$ cat src/rtl/alu_arbiter_if.sv
// Requester-side bus of alu_arbiter: operation request and per-requester
// response slots, each with its own valid/ready handshake.
`ifndef DATA_WIDTH
`define DATA_WIDTH 32
`endif
`ifndef ALU_OP_WIDTH
`define ALU_OP_WIDTH 4
`endif

interface alu_arbiter_if #(
  parameter int unsigned NUM_REQ = 4,
  parameter int unsigned DW      = `DATA_WIDTH,
  parameter int unsigned OPW     = `ALU_OP_WIDTH
);
  logic [NUM_REQ-1:0]     req_valid;
  logic [NUM_REQ-1:0]     req_ready;
  logic [NUM_REQ*DW-1:0]  req_a;
  logic [NUM_REQ*DW-1:0]  req_b;
  logic [NUM_REQ*OPW-1:0] req_op;
  logic [NUM_REQ-1:0]     rsp_valid;
  logic [NUM_REQ-1:0]     rsp_ready;
  logic [NUM_REQ*DW-1:0]  rsp_data;
  logic [NUM_REQ-1:0]     rsp_ovf;

  modport master (
    output req_valid, req_a, req_b, req_op, rsp_ready,
    input  req_ready, rsp_valid, rsp_data, rsp_ovf
  );

  modport slave (
    input  req_valid, req_a, req_b, req_op, rsp_ready,
    output req_ready, rsp_valid, rsp_data, rsp_ovf
  );
endinterface

$ cat src/rtl/alu_arbiter.sv
// Round-robin arbiter sharing one registered ALU (sync_alu) among NUM_REQ
// requesters. Results land in per-requester response slots.
`ifndef DATA_WIDTH
`define DATA_WIDTH 32
`endif
`ifndef ALU_OP_WIDTH
`define ALU_OP_WIDTH 4
`endif

// Registered ALU: result and signed-overflow flag appear one cycle after
// the operands. Opcodes: 0 ADD, 1 SUB, 2 AND, 3 OR, 4 XOR, 5 SLL, 6 SRL,
// 7 SLT (signed); any other opcode yields zero.
module sync_alu #(
  parameter int unsigned DW  = `DATA_WIDTH,
  parameter int unsigned OPW = `ALU_OP_WIDTH
) (
  input  logic           clk,
  input  logic           rst_n,
  input  logic [DW-1:0]  a,
  input  logic [DW-1:0]  b,
  input  logic [OPW-1:0] op,
  output logic [DW-1:0]  z,
  output logic           ovf
);
  localparam int unsigned SHW = $clog2(DW);
  localparam logic [OPW-1:0] OP_ADD = OPW'(0);
  localparam logic [OPW-1:0] OP_SUB = OPW'(1);
  localparam logic [OPW-1:0] OP_AND = OPW'(2);
  localparam logic [OPW-1:0] OP_OR  = OPW'(3);
  localparam logic [OPW-1:0] OP_XOR = OPW'(4);
  localparam logic [OPW-1:0] OP_SLL = OPW'(5);
  localparam logic [OPW-1:0] OP_SRL = OPW'(6);
  localparam logic [OPW-1:0] OP_SLT = OPW'(7);

  logic [DW-1:0] sum, diff, z_d, z_q;
  logic          ovf_d, ovf_q;

  // Operation decode and signed-overflow detection.
  always_comb begin
    sum   = a + b;
    diff  = a - b;
    z_d   = '0;
    ovf_d = 1'b0;
    case (op)
      OP_ADD: begin
        z_d   = sum;
        ovf_d = (a[DW-1] == b[DW-1]) && (sum[DW-1] != a[DW-1]);
      end
      OP_SUB: begin
        z_d   = diff;
        ovf_d = (a[DW-1] != b[DW-1]) && (diff[DW-1] != a[DW-1]);
      end
      OP_AND:  z_d = a & b;
      OP_OR:   z_d = a | b;
      OP_XOR:  z_d = a ^ b;
      OP_SLL:  z_d = a << b[SHW-1:0];
      OP_SRL:  z_d = a >> b[SHW-1:0];
      OP_SLT:  z_d = {{(DW-1){1'b0}}, ($signed(a) < $signed(b))};
      default: z_d = '0;
    endcase
  end

  // Output register.
  always_ff @(posedge clk or negedge rst_n) begin
    if (!rst_n) begin
      z_q   <= '0;
      ovf_q <= 1'b0;
    end else begin
      z_q   <= z_d;
      ovf_q <= ovf_d;
    end
  end

  assign z   = z_q;
  assign ovf = ovf_q;
endmodule

module alu_arbiter #(
  parameter int unsigned NUM_REQ = 4,
  parameter int unsigned DW      = `DATA_WIDTH,
  parameter int unsigned OPW     = `ALU_OP_WIDTH
) (
  input  logic              clk,
  input  logic              rst_n,
  alu_arbiter_if.slave      bus,
  output logic              busy,
  output logic [31:0]       op_count
);
  localparam int unsigned IDW = $clog2(NUM_REQ);

  logic [IDW-1:0]               ptr_q, ptr_d;
  logic                         infl_v_q, infl_v_d;
  logic [IDW-1:0]               infl_id_q, infl_id_d;
  logic [NUM_REQ-1:0]           full_q, full_d;
  logic [NUM_REQ-1:0][DW-1:0]   data_q, data_d;
  logic [NUM_REQ-1:0]           ovf_q, ovf_d;
  logic [31:0]                  op_count_q, op_count_d;

  logic [NUM_REQ-1:0]           elig;
  logic [NUM_REQ-1:0]           ready_c;
  logic                         grant_vld;
  logic [IDW-1:0]               grant_id;
  logic [IDW:0]                 scan;
  logic [IDW-1:0]               idx;
  logic [DW-1:0]                alu_a, alu_b, alu_z;
  logic [OPW-1:0]               alu_op;
  logic                         alu_ovf;

  // A requester may issue only when its slot is empty and nothing of its own is in flight.
  always_comb begin
    elig = '0;
    for (int unsigned i = 0; i < NUM_REQ; i++) begin
      elig[i] = bus.req_valid[i] && !full_q[i] &&
                !(infl_v_q && (infl_id_q == IDW'(i)));
    end
  end

  // Round-robin search from ptr; the index wraps modulo NUM_REQ, which need not be a power of two.
  always_comb begin
    grant_vld = 1'b0;
    grant_id  = '0;
    scan      = '0;
    idx       = '0;
    ready_c   = '0;
    for (int unsigned j = 0; j < NUM_REQ; j++) begin
      scan = {1'b0, ptr_q} + (IDW+1)'(j);
      if (scan >= (IDW+1)'(NUM_REQ)) scan = scan - (IDW+1)'(NUM_REQ);
      idx = scan[IDW-1:0];
      if (!grant_vld && elig[idx]) begin
        grant_vld = 1'b1;
        grant_id  = idx;
      end
    end
    if (grant_vld && rst_n) ready_c[grant_id] = 1'b1;
  end

  // Granted operands drive the ALU; idle cycles present zeros.
  always_comb begin
    alu_a  = '0;
    alu_b  = '0;
    alu_op = '0;
    if (grant_vld) begin
      alu_a  = bus.req_a[grant_id*DW +: DW];
      alu_b  = bus.req_b[grant_id*DW +: DW];
      alu_op = bus.req_op[grant_id*OPW +: OPW];
    end
  end

  sync_alu #(.DW(DW), .OPW(OPW)) u_alu (
    .clk   (clk),
    .rst_n (rst_n),
    .a     (alu_a),
    .b     (alu_b),
    .op    (alu_op),
    .z     (alu_z),
    .ovf   (alu_ovf)
  );

  // Next state: slot consume, completion write, in-flight tag and pointer advance.
  always_comb begin
    ptr_d      = ptr_q;
    infl_v_d   = grant_vld;
    infl_id_d  = grant_id;
    full_d     = full_q;
    data_d     = data_q;
    ovf_d      = ovf_q;
    op_count_d = op_count_q;
    for (int unsigned i = 0; i < NUM_REQ; i++) begin
      if (full_q[i] && bus.rsp_ready[i]) full_d[i] = 1'b0;
    end
    if (infl_v_q) begin
      full_d[infl_id_q] = 1'b1;
      data_d[infl_id_q] = alu_z;
      ovf_d[infl_id_q]  = alu_ovf;
      op_count_d        = op_count_q + 32'd1;
    end
    if (grant_vld) begin
      ptr_d = (grant_id == IDW'(NUM_REQ-1)) ? '0 : grant_id + IDW'(1);
    end
  end

  // State registers; reset drops any in-flight op and held responses.
  always_ff @(posedge clk or negedge rst_n) begin
    if (!rst_n) begin
      ptr_q      <= '0;
      infl_v_q   <= 1'b0;
      infl_id_q  <= '0;
      full_q     <= '0;
      data_q     <= '0;
      ovf_q      <= '0;
      op_count_q <= '0;
    end else begin
      ptr_q      <= ptr_d;
      infl_v_q   <= infl_v_d;
      infl_id_q  <= infl_id_d;
      full_q     <= full_d;
      data_q     <= data_d;
      ovf_q      <= ovf_d;
      op_count_q <= op_count_d;
    end
  end

  assign bus.req_ready = ready_c;
  assign bus.rsp_valid = full_q;
  assign bus.rsp_data  = data_q;
  assign bus.rsp_ovf   = ovf_q;
  assign busy          = infl_v_q;
  assign op_count      = op_count_q;
endmodule

$ cat src/flat_wrapper.sv
// flat-port wrapper written by rule: the top's interface ports become plain ports
module alu_arbiter_flat 
#(
  parameter int unsigned NUM_REQ = 4,
  parameter int unsigned DW      = `DATA_WIDTH,
  parameter int unsigned OPW     = `ALU_OP_WIDTH
)
  (clk, rst_n, busy, op_count, bus_req_valid, bus_req_a, bus_req_b, bus_req_op, bus_rsp_ready, bus_req_ready, bus_rsp_valid, bus_rsp_data, bus_rsp_ovf);
  alu_arbiter_if #(.NUM_REQ(NUM_REQ), .DW(DW), .OPW(OPW)) bus_i ();
  input  logic clk;
  input  logic rst_n;
  output logic busy;
  output logic [31:0] op_count;
  input wire logic [$bits(bus_i.req_valid)-1:0] bus_req_valid;
  input wire logic [$bits(bus_i.req_a)-1:0] bus_req_a;
  input wire logic [$bits(bus_i.req_b)-1:0] bus_req_b;
  input wire logic [$bits(bus_i.req_op)-1:0] bus_req_op;
  input wire logic [$bits(bus_i.rsp_ready)-1:0] bus_rsp_ready;
  output wire logic [$bits(bus_i.req_ready)-1:0] bus_req_ready;
  output wire logic [$bits(bus_i.rsp_valid)-1:0] bus_rsp_valid;
  output wire logic [$bits(bus_i.rsp_data)-1:0] bus_rsp_data;
  output wire logic [$bits(bus_i.rsp_ovf)-1:0] bus_rsp_ovf;
  assign bus_i.req_valid = bus_req_valid;
  assign bus_i.req_a = bus_req_a;
  assign bus_i.req_b = bus_req_b;
  assign bus_i.req_op = bus_req_op;
  assign bus_i.rsp_ready = bus_rsp_ready;
  assign bus_req_ready = bus_i.req_ready;
  assign bus_rsp_valid = bus_i.rsp_valid;
  assign bus_rsp_data = bus_i.rsp_data;
  assign bus_rsp_ovf = bus_i.rsp_ovf;
  alu_arbiter #(.NUM_REQ(NUM_REQ), .DW(DW), .OPW(OPW)) u_core (.clk(clk), .rst_n(rst_n), .bus(bus_i), .busy(busy), .op_count(op_count));
endmodule
$ cat config.mk
export PLATFORM = sky130hd
export DESIGN_NAME = alu_arbiter_flat
export DESIGN_NICKNAME = d
export VERILOG_FILES = /design/src/rtl/alu_arbiter_if.sv /design/src/rtl/alu_arbiter.sv /design/src/flat_wrapper.sv
export SDC_FILE = /design/constraint.sdc
export NUM_CORES = 1
export LEC_CHECK = 0
export ABC_CLOCK_PERIOD_IN_PS = 10100
export CELL_PAD_IN_SITES_DETAIL_PLACEMENT = 1
export CELL_PAD_IN_SITES_GLOBAL_PLACEMENT = 1
export CORE_MARGIN = 3
export CORE_UTILIZATION = 40
export CTS_CLUSTER_DIAMETER = 100
export DETAILED_ROUTE_END_ITERATION = 10
export GPL_TIMING_DRIVEN = 0
export PLACE_DENSITY = 0.93
export REMOVE_ABC_BUFFERS = 1
export SETUP_SLACK_MARGIN = 0.1
export SLEW_MARGIN = 30
export SYNTH_ARGS = -nofsm -noshare
export SYNTH_HDL_FRONTEND = slang
export SYNTH_SLANG_ARGS = --single-unit
$ cat constraint.sdc
create_clock -name clk -period 10.1 [get_ports clk]
set_input_delay 2.02 -clock clk [delete_from_list [all_inputs] [get_ports clk]]
set_output_delay 2.02 -clock clk [all_outputs]
set_load 0.005 [all_outputs]
==> results of run 1 <==
[cell families (layout without fill, tap and decap cells)]
group | count (synthesis) | after routing | share of synthesized area
buf+inv | 256 | 638 | 0.0631
mux | 225 | 225 | 0.128
other cells | 0 | 2 | 0
fa+ha+maj | 108 | 108 | 0.0735
xor+xnor | 36 | 36 | 0.0170
flops | 206 | 206 | 0.277
compound gates | 553 | 553 | 0.208
simple gates | 1012 | 1012 | 0.233
[state kept, by name, indices dropped and copies added, names as in the netlist]
name                  flops
u_core.bus.rsp_data     128
u_core.bus.rsp_ovf        4
u_core.bus.rsp_valid      4
u_core.busy               1
u_core.infl_id_q          2
u_core.op_count          32
u_core.ptr_q              2
u_core.u_alu.ovf          1
u_core.u_alu.z           32
[worst paths after layout]
path / slack [ns] / cells past startpoint / start / endpoint
setup / recovery: 0.42 / 21 / bus_req_valid[3] / u_core.u_alu.z[31]
hold / removal: 0.48 / 2 / u_core.bus.rsp_data[94] / u_core.bus.rsp_data[94]
setup reg to reg: 1.18 / 20 / u_core.busy / u_core.u_alu.z[31]
hold reg to reg: 0.48 / 2 / u_core.bus.rsp_data[94] / u_core.bus.rsp_data[94]
max in group asynchronous: 7.56 / 3 / rst_n / u_core.bus.rsp_valid[0]
min in group asynchronous: 1.39 / 1 / rst_n / u_core.bus.rsp_data[122]
[worst min-delay path, cell delays in order (launching register included)]
cell     delay [ns]
dfrtp_1        0.35
nand2_1        0.05
nand2_1        0.06
[area by class of cell]
type,count,area (µm²),share of cell area
antenna,2,5.00,0.000203
timing repair buffer,503,5320,0.215
inverter,103,397,0.0161
clock buffer,23,510,0.0207
sequential,206,5150,0.209
tap,600,751,0.0304
clock inverter,9,135,0.00548
multi-input combinational,1934,12400,0.503
[through the flow]
stage | cell area [µm²] | worst slack, ns | hold WS [ns]
after global routing | 24700 | 0.203 | 0.508
after floorplan | 17800 | -3.44 | 0.465
after global placement | 23100 | -10.80 | 0.458
final | 24700 | 0.419 | 0.485
after CTS | 24600 | 0.676 | 0.490
after detailed placement | 24000 | 0.183 | 0.466
[routing by layer]
| layer | vias to the layer above | GRT usage | part of all wire |
|---|---|---|---|
| li1 | 9167 | - | - |
| met1 | 10600 | 0.446 | 0.38 |
| met2 | 1233 | 0.634 | 0.49 |
| met3 | 310 | 0.0568 | 0.076 |
| met4 | 0 | 0.174 | 0.053 |
| met5 | - | 0 | 0 |
[placed cells by master (no fill, tap or decap), drive strengths merged, types with 28 or more instances in the layout]
cell	n
mux2i	191
nor2	144
buf	50
nand2	657
mux2	33
or2	34
a221oi	33
o21ai	80
inv	103
a21oi	145
dfrtp	206
o22ai	39
clkdlybuf4s50	453
nand3	42
nor3	28
ha	106
==> qor.txt, run 1 <==
Top delay family on crit path: compound AO/OA/AOI/OAI gates
Drt drc: 0
Number of synthesized flops with an enable pin: 0
Worst Path Required: 10.48 ns
Layout Skew: 0.0223 ns
Syn Area/Cell: 7.76 µm²
Worst slew margin: 0.251
Post-synth top cells: nand2_1 (657), dfrtp_1 (206), mux2i_1 (183)
Setup TNS: 0 ns
Post-CTS sizing: 0
Post-synth top area share: 0.277
Fin. Hold Viols: 0
Vias in the first global route: 22,300
Register clock-pin slew on the reported worst setup and hold paths: 0.06 ns
Clk sinks: 206
Critical path class: input port to flip-flop
Starting density of the core: 0.407
Crit end category: flip-flop
Worst slew pin tran: 1.12 ns
GRT Overall Usage: 0.366
Post-route ant nets: 0
Die Span X: 222 µm
Crit Path Max Fanout: 48
CTS Hold Bufs: 0
Critical-path cell list: clkdlybuf4s50_1, nand2b_1, o21ai_1, o211a_4, buf_12, buf_16, buf_16, mux2i_1, o22ai_4, inv_4, ha_1, o21bai_1, a2111oi_1, o21ai_0, o211ai_1, o41ai_1, o41ai_1, o21bai_1, a21oi_1, o21ai_0, a221o_1
Core Util, Final: 0.540
Register area share after synthesis: 0.277
Routability cong.: 0.999
Final WL: 94.8 mm
First-pass detailed-route iteration total: 6
Fin cells: 3,380
CTS tree: yes
Area delta synth->final: 32.7%
Largest net degree at the start of global routing: 100
Port-buffer cells: 454
Period utilization: 0.958
# setup viols final: 0
CTS root buf: clkbuf_16
Share of post-route cells with drive strength above 1: 0.0749
Synth Instances: 2,396
Count of cell types in the netlist: 97
Worst EP arrival: 10.06 ns
Worst-Skew Late Latency: 0.52 ns
Placed insts: 3,346
Post-DP HPWL: 73.0 mm
CP Launch Type: input port
Inserted Clock Buffers: 19
Cell area after synthesis: 18,600 µm²
First-pass GRT wire length: 141 mm
Core ar.: 45,700 µm²
Worst Hold Class: flip-flop to flip-flop
Post-synth ARST share: 1.00
I/O pin cnt: 455
Bufs and invs on worst path: 5
Register bit total from synthesis: 206
GRT overflow: 0
Initial antenna violation count: 3
Number of vias per cell: 6.32
Post-layout min period: 9.68 ns
Top-count cell post-synth: nand2_1
Die Height: 222 µm
Slowest library cell on the worst path: a2111oi_1
First DRT Iteration DRCs: 2,132
Syn. warnings: 0
Fin. max-slew vios: 0
Max Cap Violations: 0
Max H-tree Level: 1
Largest cells by area after synthesis: dfrtp_1 (28%), nand2_1 (13%), mux2i_1 (9.9%), ha_1 (7.1%), a21oi_1 (3.9%)
Cell row count: 78
Via count: 21,400
CTS Buffer Depth: 3
Status: completed
RSZ-0062 raised after global routing: false
Main synth FF type: dfrtp_1
FMAX: 103 MHz
Nets@finish: 3,157
Die area: 49,100 µm²
Fill cells: 5,431
Setup bufs post-CTS: 0
Yosys top cell by area: dfrtp_1
CP peak stage delay: 0.86 ns
Wire length per cell: 28.0 µm
Power of run 1 is not shown: default switching activity piles up to over one toggle a cycle in this logic, so the estimate is an artifact.
==> inputs of run 2 (changes only) <==
ABC_CLOCK_PERIOD_IN_PS = unset   (was 10100)
==> results of run 2 <==
The final DEF is identical to that of run 1; final timing and power are the same.
Power of run 2 is left out for the same reason.
